**src/rtl/aftab_daru.sv**
```systemverilog
// aftab_daru: load-side byte assembler; reads 1-4 bytes little-endian from a byte-wide memory
module aftab_daru #(
  parameter int len = 32
) (
  input  logic           clk,
  input  logic           rst,
  input  logic           startDARU,
  input  logic           checkMisalignedDARU,
  input  logic [1:0]     nBytes,
  input  logic [len-1:0] addrIn,
  input  logic           memReady,
  input  logic [7:0]     dataIn,
  output logic [len-1:0] addrOut,
  output logic           readMem,
  output logic [len-1:0] dataOut,
  output logic           loadMisalignedFlag,
  output logic           completeDARU
);
  typedef enum logic [1:0] {IDLE, READ, DONE} state_t;
  state_t           state;
  logic [len-1:0]   addr_reg;
  logic [1:0]       n_reg, cnt;
  logic             mis;
  assign mis = checkMisalignedDARU &&
               ((nBytes == 2'd1 && addrIn[0]) || (nBytes[1] && addrIn[1:0] != 2'b00));
  // readMem/addrOut are loaded with their next-state values; completeDARU follows DONE by one cycle
  always_ff @(posedge clk or negedge rst)
    if (!rst) begin
      state              <= IDLE;
      addr_reg           <= '0;
      n_reg              <= '0;
      cnt                <= '0;
      addrOut            <= '0;
      readMem            <= 1'b0;
      dataOut            <= '0;
      loadMisalignedFlag <= 1'b0;
      completeDARU       <= 1'b0;
    end else begin
      loadMisalignedFlag <= 1'b0;
      completeDARU       <= 1'b0;
      case (state)
        IDLE: if (startDARU) begin
          addr_reg           <= addrIn;
          n_reg              <= nBytes;
          dataOut            <= '0;
          cnt                <= '0;
          loadMisalignedFlag <= mis;
          if (!mis) begin
            state   <= READ;
            readMem <= 1'b1;
            addrOut <= addrIn;
          end
        end
        READ: if (memReady) begin
          dataOut[8*cnt +: 8] <= dataIn;
          if (cnt == n_reg) begin
            state   <= DONE;
            readMem <= 1'b0;
            addrOut <= '0;
          end else begin
            cnt     <= cnt + 2'd1;
            addrOut <= addr_reg + len'(cnt + 2'd1);
          end
        end
        DONE: begin
          state        <= IDLE;
          completeDARU <= 1'b1;
        end
        default: state <= IDLE;
      endcase
    end
endmodule

```
**config.mk**
```make
export PLATFORM = sky130hd
export DESIGN_NAME = aftab_daru
export DESIGN_NICKNAME = d
export VERILOG_FILES = /design/src/rtl/aftab_daru.sv
export SDC_FILE = /design/constraint.sdc
export NUM_CORES = 1
export LEC_CHECK = 0
export CAP_MARGIN = 5
export CORE_ASPECT_RATIO = 1.25
export CORE_MARGIN = 1
export CORE_UTILIZATION = 50
export DETAILED_ROUTE_END_ITERATION = 12
export GPL_ROUTABILITY_DRIVEN = 1
export PLACE_DENSITY = 0.86
export RECOVER_POWER = 25
export SYNTH_ARGS = -nofsm -noshare
export SYNTH_HDL_FRONTEND = slang
export SYNTH_SLANG_ARGS = --single-unit
```
**constraint.sdc**
```tcl
create_clock -name clk -period 6.5 [get_ports clk]
set_clock_uncertainty 0.05 [all_clocks]
set_input_delay 0.65 -clock clk [delete_from_list [all_inputs] [get_ports clk]]
set_output_delay 0.65 -clock clk [all_outputs]
set_load 0.01 [all_outputs]
```
# Yosys cells after proc, flatten, opt, wreduce, memory -nomap -nowiden
# Index checks and enable logic that the tools add are counted.
# W data, S select, Z words.
# totals
ff_bits,105
latchBits,0
mem_bits_rw,0
rom_bits,0
in_bits,47
out_inout_bits,67
wordCells,63
n_memories,0
# classes
n_addsub,4
mul,0
n_div,0
magnitude_cmp,0
n_eq_ne,9
n_shift,2
muxes,26
n_bitwise,0
reduce_logical,13
# op_table
operator,n
$mux W32,6
$pmux W32 S2,2
$neg A5 Y34,1
$shift A8 B34 Y32 const A,1
$shiftx A8 B34 Y32,1
$add A32 B3 Y32,1
$bwmux W32,1
$mux W2,7
$reduce_and A4 Y1,3
$ne A2 B2 Y1 const B,5
$pmux W2 S2,2
$mux W1,7
$reduce_and A5 Y1,1
$eq A2 B1 Y1 const B,2
$reduce_bool A2 Y1,2
$add A2 B1 Y3 const B,1
$logic_and A1 B1 Y1,3
$reduce_and A3 Y1,1
$add A2 B1 Y2 const B,1
$eq A2 B2 Y1,1
$eq A2 B2 Y1 const B,1
$logic_not A2 Y1,1
$pmux W1 S2,1
$reduce_and A2 Y1,1
$logic_or A1 B1 Y1,1

# Logic depth before layout (Yosys ltp)
# Gate-level depths: netlist of run 1.
# depth
ltp_word,7
mapped_depth,9
mapped_depth_nobuf,8

# Worst setup path before layout of run 1
# No wires, ideal clock.
# synth_timing
path_kind,register -> register
from,reg cnt[0]
to,reg addrOut[28]
setup_ns,0.125
arrival_time_ns,2.338
required_time_ns,6.325
slack_ns,3.987
path_stages_with_launch,10
path_buffers,1
synth_period_minus_slack_ns,2.513
cell_sequence,dfrtp_1 > inv_1 > ha_1 > fa_1 > nand4b_1 > or4_1 > buf_2 > o31a_1 > o21ai_1 > a21oi_1
# synth_via
elab_chain_cells,5
elab_cells_between_ends,6
cone_classes,add/sub (2); eq/ne (1); mux (3)
# synth_rtl
element,line_no,text
"start, declared",22,"logic [1:0] n_reg, cnt;"
"start signal, assigned",61,cnt <= cnt + 2'd1;
$add A2 B1 Y3,62,addrOut <= addr_reg + len'(cnt + 2'd1);
$add A32 B3 Y32,62,
$mux W32 *,56,if (cnt == n_reg) begin
$mux W32 *,54,READ: if (memReady) begin
$pmux W32 S2 *,41,case (state)
"end signal, assigned",51,addrOut <= addrIn;
"end signal, assigned",62,
"end, declared",13,"output logic [len-1:0] addrOut,"
# Every way passes the cells marked *; elsewhere a longest branch is shown, timed or not. The select of a mux whose other input is x is not followed.
# A chain may end at the register's enable or synchronous reset.

# Final worst setup path of run 1
# layout_timing
from,reg state[0]
to,reg addrOut[20]
# layout_via
elab_chain_cells,3
elab_cells_between_ends,8
cone_classes,eq/ne (4); mux (1); reduce/logical (3)
# layout_rtl
element,line_no,text
"start, declared",20,state_t state;
"start signal, assigned",29,state <= IDLE;
"start signal, assigned",49,state <= READ;
"start signal, assigned",57,state <= DONE;
$eq A2 B1 Y1 or $logic_not A2 Y1 (tied branches),41,
$ne A2 B2 Y1 (no source line) or $reduce_bool A2 Y1 (tied branches),--,
$reduce_and A4 Y1 (no source line),--,
# Several ways; a longest one is shown, not always the timed one.

==> flow_metrics.env, run 1 <==
export IMPL_result_of_the_run="finished, violations left"
export IMPL_violations="max-capacitance violations, max-slew violations"
export IMPL_hold_path_startpoint="dataOut[3]"
export IMPL_core_area_um2=9759
export IMPL_power_per_cell_area_nw_per_um2=474.8
export IMPL_finalSetupTns_ns=0
export IMPL_worst_setup_hold_path_clk_slew_ns=0.07
export IMPL_path_cells="mux2i_1 > or2_2 > a21oi_2 > nand2_1 > o221ai_1"
export IMPL_htree_levels=3
export IMPL_fmax_mhz=303.4
export IMPL_holdPathEnd="dataOut[3]"
export IMPL_nets=629
export IMPL_grt_max_degree=76
export IMPL_cts_buffers_inserted=9
export IMPL_hold_path_depth=2
export IMPL_commonest_non_fill_non_tap_cells_in_the_layout="112 x sky130_fd_sc_hd__clkdlybuf4s50_1, 105 x sky130_fd_sc_hd__dfrtp_1, 47 x sky130_fd_sc_hd__nand2_1, 34 x sky130_fd_sc_hd__nor2_1, 33 x sky130_fd_sc_hd__o21ai_0"
export IMPL_final_seq_area_um2=2628
export IMPL_slew_headroom=-0.06795
export IMPL_timing_hold_worst_class="reg2reg"
export IMPL_final_max_slew_violation_count=32
export IMPL_drt_antenna_violating_nets=0
export IMPL_power_share_sequential=0.385
export IMPL_number_of_detailed_route_iterations_in_the_first_pass=5
export IMPL_regToRegEndpoint="addrOut[20]"
export IMPL_cap_violations=1
export IMPL_avgRoutedWirePerCell_um=19.00
export IMPL_fraction_of_power_spent_switching_nets=0.3905
export IMPL_worstPathArrival_ns=3.50
export IMPL_critical_path_buf_inv_count=0
export IMPL_fin_total_pwr_mw=3.127
export IMPL_tritoncts="built"
export IMPL_portion_of_the_clock_cycle_consumed_by_the_worst_path_in_the_final_layout=0.5071
export IMPL_ir_drop_mv=0.2573
export IMPL_layout_cells_most_common="sky130_fd_sc_hd__clkdlybuf4s50_1"
export IMPL_global_route_congestion_overflow_total=0
export IMPL_reg2reg_slack_ns=3.20
export IMPL_cell_internal_pwr_mw=1.906
export IMPL_cp_data_required_time_ns=6.70
export IMPL_die_w_um=92.10
export IMPL_hold_buf_cts=0
export IMPL_area_growth_syn_to_layout_pct=29.82
export IMPL_n_fill_cell=729
export IMPL_setup_viol=0
export IMPL_ctsResizeCount=0
export IMPL_synth_seq_cells=105
export IMPL_ys_seq_area_frac=0.5179
export IMPL_replace_congestion=0.8809
export IMPL_synth_top_flop_cell="sky130_fd_sc_hd__dfrtp_1"
export IMPL_detail_route_vias_per_cell=6.068
export IMPL_cts_setup_buffers=0
export IMPL_timing_critical_path_slowest_stage_cell="sky130_fd_sc_hd__dfrtp_1"
export IMPL_post_placement_cell_area_um2=6294
export IMPL_multiInputGateArea_um2=2323
export IMPL_tightestPinTransition_ns=1.602
export IMPL_comb_power_share=0.442
export IMPL_synth_nets=524
export IMPL_worstPathMaxFanout=20
export IMPL_drt_first_iter_violations=255
export IMPL_crit_type="reg2reg"
export IMPL_worst_setup_path_end_kind="flip-flop"
export IMPL_syn_area_um2=5074
export IMPL_place_ws_ns=3.022
export IMPL_pin_count=114
export IMPL_final_setup_worst_slack_ns=3.204
export IMPL_hpwlAfterDp_um=9494
export IMPL_rr_startpoint="state[0]"
export IMPL_rsz0062_at_grt="false"
export IMPL_fp_row_count=40
export IMPL_switching_power_mw=1.221
export IMPL_non_filler_cells_final=705
export IMPL_first_global_vias=4370
export IMPL_post_route_cell_area_um2=6586
export IMPL_antenna_violations_before_repair=0
export IMPL_number_of_synthesized_flops_with_an_enable_pin=0
export IMPL_period_needed_ns=3.296
export IMPL_cts_max_path_buffers=2
export IMPL_critical_path_top_delay_family="simple AND/OR/NAND/NOR gates"
export IMPL_port_buffer_count=113
export IMPL_die_height_um=114.6
export IMPL_clock_sinks=105
export IMPL_avgSynthCellArea_um2=10.79
export IMPL_dp_cells=690
export IMPL_routed_wl_um=13400
export IMPL_share_of_synthesized_registers_carrying_an_async_set_or_reset=1.000
export IMPL_ctsRootBufferMaster="sky130_fd_sc_hd__clkbuf_16"
export IMPL_yosys_warnings=0
export IMPL_leakagePower_nw=2.647
export IMPL_grt_pass1_wl_um=21760
export IMPL_critical_path_startpoint_type="flip-flop"
export IMPL_route_vias_total=4278
export IMPL_grt_usage=0.2688
export IMPL_worstRegToRegCells=5
export IMPL_finalHoldViolations=0
export IMPL_clk_insertion_delay_late_ns=0.35
export IMPL_drt_drc_violations_left=0
export IMPL_share_of_final_layout_standard_cells_stronger_than_drive_strength_1=0.1036
export IMPL_die_area_um2=10560
export IMPL_crit_path_max_incr_delay_ns=0.86
export IMPL_antenna_cells=0
export IMPL_initial_core_utilization=0.5199
export IMPL_synth_cell_types=60
export IMPL_power_share_clock=0.173
export IMPL_synthesis_instances=470
synthesized netlist by cell type (2+ instances only):
cell type / instances / area share
sky130_fd_sc_hd__and3_1: 5 / 0.0062
sky130_fd_sc_hd__buf_2: 3 / 0.0030
sky130_fd_sc_hd__clkbuf_1: 17 / 0.013
sky130_fd_sc_hd__nor4_1: 10 / 0.012
sky130_fd_sc_hd__nand3_1: 5 / 0.0049
sky130_fd_sc_hd__dfrtp_1: 105 / 0.52
sky130_fd_sc_hd__o21ai_0: 33 / 0.033
sky130_fd_sc_hd__nor2_1: 34 / 0.025
sky130_fd_sc_hd__xor2_1: 4 / 0.0069
sky130_fd_sc_hd__a221oi_1: 6 / 0.010
sky130_fd_sc_hd__or4_1: 2 / 0.0030
sky130_fd_sc_hd__mux2i_1: 3 / 0.0059
sky130_fd_sc_hd__o21ai_1: 6 / 0.0059
sky130_fd_sc_hd__a21oi_1: 6 / 0.0059
sky130_fd_sc_hd__o21a_1: 5 / 0.0074
sky130_fd_sc_hd__o2111ai_1: 3 / 0.0052
sky130_fd_sc_hd__ha_1: 6 / 0.015
sky130_fd_sc_hd__or2_2: 2 / 0.0025
sky130_fd_sc_hd__a32oi_1: 2 / 0.0035
sky130_fd_sc_hd__mux2_2: 28 / 0.062
sky130_fd_sc_hd__a22o_1: 31 / 0.054
sky130_fd_sc_hd__and2_1: 2 / 0.0025
sky130_fd_sc_hd__nand2_1: 47 / 0.035
sky130_fd_sc_hd__nor2b_1: 2 / 0.0025
sky130_fd_sc_hd__nand4_1: 8 / 0.0099
sky130_fd_sc_hd__a22oi_1: 15 / 0.022
sky130_fd_sc_hd__o22ai_1: 3 / 0.0037
sky130_fd_sc_hd__o221ai_1: 8 / 0.014
sky130_fd_sc_hd__a31oi_1: 2 / 0.0025
sky130_fd_sc_hd__xnor2_1: 23 / 0.040
sky130_fd_sc_hd__inv_1: 8 / 0.0059
sky130_fd_sc_hd__nor3_1: 6 / 0.0059
sky130_fd_sc_hd__nand2b_1: 3 / 0.0037
layout make-up:
cell class	instances	share of cell area
clock buffers	12	0.03894
clock inverters	3	0.006079
inverters	9	0.005129
multi-input cells	334	0.3528
flip-flops and latches	105	0.3989
well taps	126	0.02394
repair buffers	116	0.1742
how the worst max path moves through the flow:
stage | startpoint | to | slack (ns) | cells past startpoint
after CTS | state[0] | addrOut[7] | 3.21 | 5
after global routing | state[0] | addrOut[5] | 2.85 | 5
after floorplan | cnt[0] | addrOut[28] | 3.99 | 9
after detailed placement | nBytes[1] | addrOut[21] | 3.02 | 6
after global placement | nBytes[1] | addrOut[20] | 3.13 | 6
final | state[0] | addrOut[20] | 3.20 | 5
logic make-up (layout without fill, tap and decap cells):
logic type	after synthesis	in the layout	share of synthesized area
AND/OR/NAND/NOR	135	135	0.1305
buffers and inverters	31	140	0.02515
adder cells (fa/ha/maj)	7	7	0.01874
AO/OA/AOI/OAI	134	134	0.1931
flip-flops	105	105	0.5179
XOR/XNOR	27	27	0.04661
multiplexers	31	31	0.06806
per-layer routing:
layer	wire length (um)	vias to the layer above	global-route usage	share of wire
li1	-	1953	-	-
met1	5439	2096	0.3291	0.41
met4	446	0	0.1448	0.033
met3	824	36	0.04117	0.062
met5	0	-	0	0
met2	6685	193	0.4572	0.50
per-stage QoR:
stage | util | hold WS, ns
after floorplan | - | 0.3044
after global placement | 0.6449 | 0.4148
after detailed placement | 0.6449 | 0.4271
after CTS | 0.6753 | 0.1814
after global routing | 0.6749 | 0.4760
final | 0.6749 | 0.4344
worst min-delay path, stage by stage, from the launching register on:
cell and delay, ns:
sky130_fd_sc_hd__dfrtp_1 0.34, sky130_fd_sc_hd__nand2_1 0.05, sky130_fd_sc_hd__o21ai_0 0.06
power by group through the flow:
stage | sequential (mW) | combinational (mW) | clock, mW
after floorplan | 1.17 | 0.826 | 0
after global placement | 1.19 | 1.32 | 0
after detailed placement | 1.20 | 1.38 | 0
after CTS | 1.20 | 1.38 | 0.549
after global routing | 1.24 | 1.51 | 0.584
final | 1.20 | 1.38 | 0.542
No activity file was read; power rests on OpenSTA's default activity.
==> run 2, diff against run 1 <==
Settings changed: CORE_UTILIZATION 50 to 46, PLACE_DENSITY 0.86 to 0.84.
Clock period 6.5 ns to 2.9 ns, I/O delays scaled along.
==> flow_metrics.env, run 2 (synthesis gave the netlist of run 1 again) <==
export IMPL_cap_violations=1
export IMPL_drt_first_iter_violations=287
export IMPL_drt_antenna_violating_nets=0
export IMPL_reg2reg_slack_ns=0.19
export IMPL_first_global_vias=4482
export IMPL_layout_cells_most_common="sky130_fd_sc_hd__clkdlybuf4s50_1"
export IMPL_switching_power_mw=2.781
export IMPL_period_needed_ns=2.714
export IMPL_replace_congestion=0.8643
export IMPL_fraction_of_power_spent_switching_nets=0.3933
export IMPL_antenna_violations_before_repair=0
export IMPL_crit_path_end="addrOut[28]"
export IMPL_worstPathMaxFanout=7
export IMPL_cts_max_path_buffers=2
export IMPL_n_fill_cell=857
export IMPL_worst_setup_path_end_kind="flip-flop"
export IMPL_worstRegToRegCells=8
export IMPL_antenna_cells=0
export IMPL_avgRoutedWirePerCell_um=19.12
export IMPL_fin_total_pwr_mw=7.071
export IMPL_clock_sinks=105
export IMPL_finalSetupTns_ns=0
export IMPL_portion_of_the_clock_cycle_consumed_by_the_worst_path_in_the_final_layout=0.9358
export IMPL_violations="max-capacitance violations, max-slew violations"
export IMPL_route_vias_total=4373
export IMPL_port_buffer_count=113
export IMPL_worstPathArrival_ns=2.89
export IMPL_power_share_sequential=0.373
export IMPL_finalHoldViolations=0
export IMPL_result_of_the_run="finished, violations left"
export IMPL_grt_max_degree=79
export IMPL_ir_drop_mv=0.5015
export IMPL_setup_viol=0
export IMPL_power_per_cell_area_nw_per_um2=1062
export IMPL_critical_path_startpoint_type="flip-flop"
export IMPL_grt_pass1_wl_um=22140
export IMPL_global_route_congestion_overflow_total=0
export IMPL_commonest_non_fill_non_tap_cells_in_the_layout="112 x sky130_fd_sc_hd__clkdlybuf4s50_1, 105 x sky130_fd_sc_hd__dfrtp_1, 47 x sky130_fd_sc_hd__nand2_1, 34 x sky130_fd_sc_hd__nor2_1, 33 x sky130_fd_sc_hd__o21ai_0"
export IMPL_cell_internal_pwr_mw=4.290
export IMPL_worst_setup_hold_path_clk_slew_ns=0.07
export IMPL_rr_startpoint="cnt[0]"
export IMPL_tightestPinTransition_ns=1.901
export IMPL_pin_count=114
export IMPL_share_of_final_layout_standard_cells_stronger_than_drive_strength_1=0.1186
export IMPL_drt_drc_violations_left=0
export IMPL_area_growth_syn_to_layout_pct=31.27
export IMPL_cp_data_required_time_ns=3.08
export IMPL_fp_row_count=42
export IMPL_clk_insertion_delay_late_ns=0.35
export IMPL_fmax_mhz=368.5
export IMPL_die_w_um=95.94
export IMPL_slew_headroom=-0.2677
export IMPL_core_area_um2=10670
export IMPL_die_height_um=119.4
export IMPL_rsz0062_at_grt="false"
export IMPL_hold_buf_cts=0
export IMPL_ctsResizeCount=0
export IMPL_detail_route_vias_per_cell=6.057
export IMPL_grt_usage=0.2523
export IMPL_timing_hold_worst_class="in2async"
export IMPL_regToRegEndpoint="addrOut[28]"
export IMPL_power_share_clock=0.166
export IMPL_comb_power_share=0.461
export IMPL_tritoncts="built"
export IMPL_number_of_detailed_route_iterations_in_the_first_pass=7
export IMPL_worstSetupStartpoint="cnt[0]"
export IMPL_hpwlAfterDp_um=9736
export IMPL_leakagePower_nw=2.690
export IMPL_ctsRootBufferMaster="sky130_fd_sc_hd__clkbuf_16"
export IMPL_cts_buffers_inserted=9
export IMPL_cts_setup_buffers=0
export IMPL_routed_wl_um=13800
export IMPL_initial_core_utilization=0.4756
export IMPL_htree_levels=3
export IMPL_final_max_slew_violation_count=79
export IMPL_crit_type="reg2reg"
export IMPL_die_area_um2=11460
export IMPL_nets=639
==> run 2: cell count changes in the layout (fill, tap and decap cells not counted), sizes merged <==
| cell | previous run | this run |
|---|---|---|
| clkbuf | 13 | 16 |
| clkinv | 2 | 1 |
| bufinv | 1 | 0 |
| buf | 3 | 13 |
==> run 2: per-stage QoR <==
step	util	setup WS, ns	area (um^2)	std cells	hold slack [ns]
final	0.6243	0.1863	6660	722	0.4226
after detailed placement	0.5977	0.2389	6376	706	0.4204
after CTS	0.6246	0.1990	6663	722	0.09841
after global placement	0.5977	0.2681	6376	706	0.4147
after floorplan	-	0.3867	5074	470	-0.05559
after global routing	0.6243	0.02667	6660	722	0.4509
==> run 2: metal layers <==
layer | part of all wire | global-route usage
met5 | 0 | 0
met4 | 0.028 | 0.1213
met3 | 0.067 | 0.04023
met2 | 0.50 | 0.4125
met1 | 0.41 | 0.3217
==> run 2: worst max-delay path, stage by stage, from the launching register on <==
cell and delay, ns:
sky130_fd_sc_hd__dfrtp_1 0.48, sky130_fd_sc_hd__inv_1 0.10, sky130_fd_sc_hd__ha_1 0.22, sky130_fd_sc_hd__fa_1 0.40
sky130_fd_sc_hd__nand4b_1 0.18, sky130_fd_sc_hd__or4_1 0.58, sky130_fd_sc_hd__o31a_1 0.35, sky130_fd_sc_hd__o21ai_1 0.14
sky130_fd_sc_hd__a21oi_1 0.08
==> run 2: worst min-delay path by stage <==
stage	to	from	slack, ns	cells after the start
6_report	dataOut[0]	rst	0.42	1
5_1_grt	dataOut[2]	dataOut[2]	0.45	2
4_1_cts	addrOut[12]	rst	0.1	1
3_5_place_dp	dataOut[3]	dataOut[3]	0.42	2
3_3_place_gp	dataOut[6]	dataOut[6]	0.41	2
2_1_floorplan	addrOut[0]	rst	-0.06	0
==> run 2: area by class of cell <==
cell class | instances | area, um^2 | share of cell area
clock buffers | 15 | 277.8 | 0.04171
repair buffers | 126 | 1224 | 0.1837
flip-flops and latches | 105 | 2628 | 0.3945
clock inverters | 1 | 8.758 | 0.001315
well taps | 132 | 165.2 | 0.02480
inverters | 9 | 33.78 | 0.005072
multi-input cells | 334 | 2323 | 0.3489
==> run 2: power groups by stage <==
stage / registers, mW / clock network [mW] / logic (mW)
after floorplan: 2.63 / 0 / 1.85
after global placement: 2.61 / 0 / 3.13
after detailed placement: 2.64 / 0 / 3.22
after CTS: 2.63 / 1.19 / 3.26
after global routing: 2.71 / 1.25 / 3.53
final: 2.64 / 1.18 / 3.26
==> run 3, diff against run 2 <==
Settings changed: CORE_UTILIZATION 46 to 50, CTS_CLUSTER_DIAMETER set to 40, PLACE_DENSITY 0.84 to 0.86.
Clock period 2.9 ns to 3.19 ns, I/O delays scaled along.
==> flow_metrics.env, run 3 (synthesis gave the netlist of run 1 again) <==
export IMPL_result_of_the_run="finished, final reports clean"
export IMPL_port_buffer_count=113
export IMPL_initial_core_utilization=0.5199
export IMPL_number_of_detailed_route_iterations_in_the_first_pass=5
export IMPL_cts_max_path_buffers=2
export IMPL_dp_cells=698
export IMPL_commonest_non_fill_non_tap_cells_in_the_layout="112 x sky130_fd_sc_hd__clkdlybuf4s50_1, 105 x sky130_fd_sc_hd__dfrtp_1, 47 x sky130_fd_sc_hd__nand2_1, 34 x sky130_fd_sc_hd__nor2_1, 33 x sky130_fd_sc_hd__o21ai_0"
export IMPL_final_setup_worst_slack_ns=0.3324
export IMPL_finalSetupTns_ns=0
export IMPL_worstPathArrival_ns=3.07
export IMPL_hold_buf_cts=1
export IMPL_non_filler_cells_final=715
export IMPL_crit_path_max_incr_delay_ns=0.57
export IMPL_clk_insertion_delay_late_ns=0.35
export IMPL_worst_setup_path_end_kind="flip-flop"
export IMPL_rsz0062_at_grt="false"
export IMPL_worstPathMaxFanout=7
export IMPL_power_share_sequential=0.367
export IMPL_post_placement_cell_area_um2=6366
export IMPL_slew_headroom=0.1729
export IMPL_path_cells="inv_1 > ha_1 > fa_1 > nand4b_1 > or4_1 > nor4_1 > o21ai_1 > a21oi_1"
export IMPL_timing_critical_path_slowest_stage_cell="sky130_fd_sc_hd__or4_1"
export IMPL_nets=638
export IMPL_multiInputGateArea_um2=2323
export IMPL_period_needed_ns=2.858
export IMPL_die_height_um=114.6
export IMPL_route_vias_total=4398
export IMPL_worstRegToRegCells=8
export IMPL_layout_cells_most_common="sky130_fd_sc_hd__clkdlybuf4s50_1"
export IMPL_rr_startpoint="cnt[0]"
export IMPL_ir_drop_mv=0.4792
export IMPL_drt_antenna_violating_nets=0
export IMPL_comb_power_share=0.452
export IMPL_routed_wl_um=13790
export IMPL_tritoncts="built"
export IMPL_setup_viol=0
export IMPL_leakagePower_nw=2.699
export IMPL_place_ws_ns=0.3648
export IMPL_tightestPinTransition_ns=1.241
export IMPL_core_area_um2=9759
export IMPL_detail_route_vias_per_cell=6.151
export IMPL_avgRoutedWirePerCell_um=19.28
export IMPL_antenna_violations_before_repair=0
export IMPL_die_w_um=92.10
export IMPL_critical_path_startpoint_type="flip-flop"
export IMPL_n_fill_cell=734
export IMPL_replace_congestion=0.8656
export IMPL_final_seq_area_um2=2628
export IMPL_die_area_um2=10560
export IMPL_global_route_congestion_overflow_total=0
export IMPL_pin_count=114
export IMPL_antenna_cells=0
export IMPL_cap_violations=0
export IMPL_fmax_mhz=349.9
export IMPL_cp_data_required_time_ns=3.40
export IMPL_power_share_clock=0.181
export IMPL_worst_setup_hold_path_clk_slew_ns=0.07
export IMPL_power_per_cell_area_nw_per_um2=981.0
export IMPL_area_growth_syn_to_layout_pct=31.69
export IMPL_regToRegEndpoint="addrOut[28]"
export IMPL_final_hold_worst_slack_ns=0.4306
export IMPL_timing_hold_worst_class="reg2reg"
export IMPL_ctsRootBufferMaster="sky130_fd_sc_hd__clkbuf_16"
export IMPL_finalHoldViolations=0
export IMPL_crit_type="reg2reg"
export IMPL_crit_path_end="addrOut[28]"
export IMPL_hpwlAfterDp_um=9630
export IMPL_grt_pass1_wl_um=22290
export IMPL_grt_max_degree=58
export IMPL_ctsResizeCount=0
export IMPL_drt_drc_violations_left=0
export IMPL_cell_internal_pwr_mw=3.985
export IMPL_cts_setup_buffers=0
export IMPL_drt_first_iter_violations=253
export IMPL_cts_buffers_inserted=9
export IMPL_worstSetupStartpoint="cnt[0]"
export IMPL_switching_power_mw=2.569
export IMPL_fp_row_count=40
export IMPL_final_max_slew_violation_count=0
export IMPL_grt_usage=0.2737
export IMPL_fraction_of_power_spent_switching_nets=0.3920
export IMPL_post_route_cell_area_um2=6681
export IMPL_reg2reg_slack_ns=0.33
export IMPL_portion_of_the_clock_cycle_consumed_by_the_worst_path_in_the_final_layout=0.8958
export IMPL_first_global_vias=4433
export IMPL_share_of_final_layout_standard_cells_stronger_than_drive_strength_1=0.1188
export IMPL_clock_sinks=105
export IMPL_htree_levels=3
[run 3: stage by stage]
stage | util | power (mW)
2_1_floorplan | - | 4.072
3_3_place_gp | 0.6523 | 5.194
3_5_place_dp | 0.6523 | 5.326
4_1_cts | 0.6868 | 6.540
5_1_grt | 0.6846 | 6.928
6_report | 0.6846 | 6.555
[run 3: power by group through the flow]
stage | sequential [mW] | clock (mW) | combinational (mW)
2_1_floorplan | 2.39 | 0 | 1.68
3_3_place_gp | 2.37 | 0 | 2.83
3_5_place_dp | 2.40 | 0 | 2.93
4_1_cts | 2.39 | 1.20 | 2.96
5_1_grt | 2.46 | 1.26 | 3.22
6_report | 2.41 | 1.18 | 2.97
[run 3: worst min path at each step]
stage / startpoint / endpoint / slack, ns / depth (start not counted)
6_report: dataOut[7] / dataOut[7] / 0.43 / 2
5_1_grt: dataOut[19] / dataOut[19] / 0.47 / 1
4_1_cts: dataOut[7] / dataOut[7] / 0.44 / 2
3_5_place_dp: rst / dataOut[4] / 0.33 / 1
3_3_place_gp: rst / dataOut[7] / 0.33 / 1
2_1_floorplan: rst / addrOut[0] / -0.03 / 0
[run 3: area by class of cell]
type	count	share of cell area
sequential	105	0.3933
multi-input combinational	334	0.3478
timing repair buffer	125	0.1815
clock buffer	13	0.04195
tap	126	0.02360
clock inverter	3	0.006929
inverter	9	0.005056
[run 3: critical path: cells and delay by family (launching register included)]
kind / cells / cell delay, ns
AO/OA/AOI/OAI: 2 / 0.32
adder cells (fa/ha/maj): 2 / 0.63
buffers and inverters: 1 / 0.18
flip-flops: 1 / 0.49
AND/OR/NAND/NOR: 3 / 1.10
[run 3: routing by layer]
layer | global-route usage | vias up | part of all wire
met2 | 0.4512 | 244 | 0.50
met1 | 0.3473 | 2151 | 0.40
li1 | - | 1966 | -
met5 | 0 | - | 0
met3 | 0.05777 | 37 | 0.078
met4 | 0.1229 | 0 | 0.024
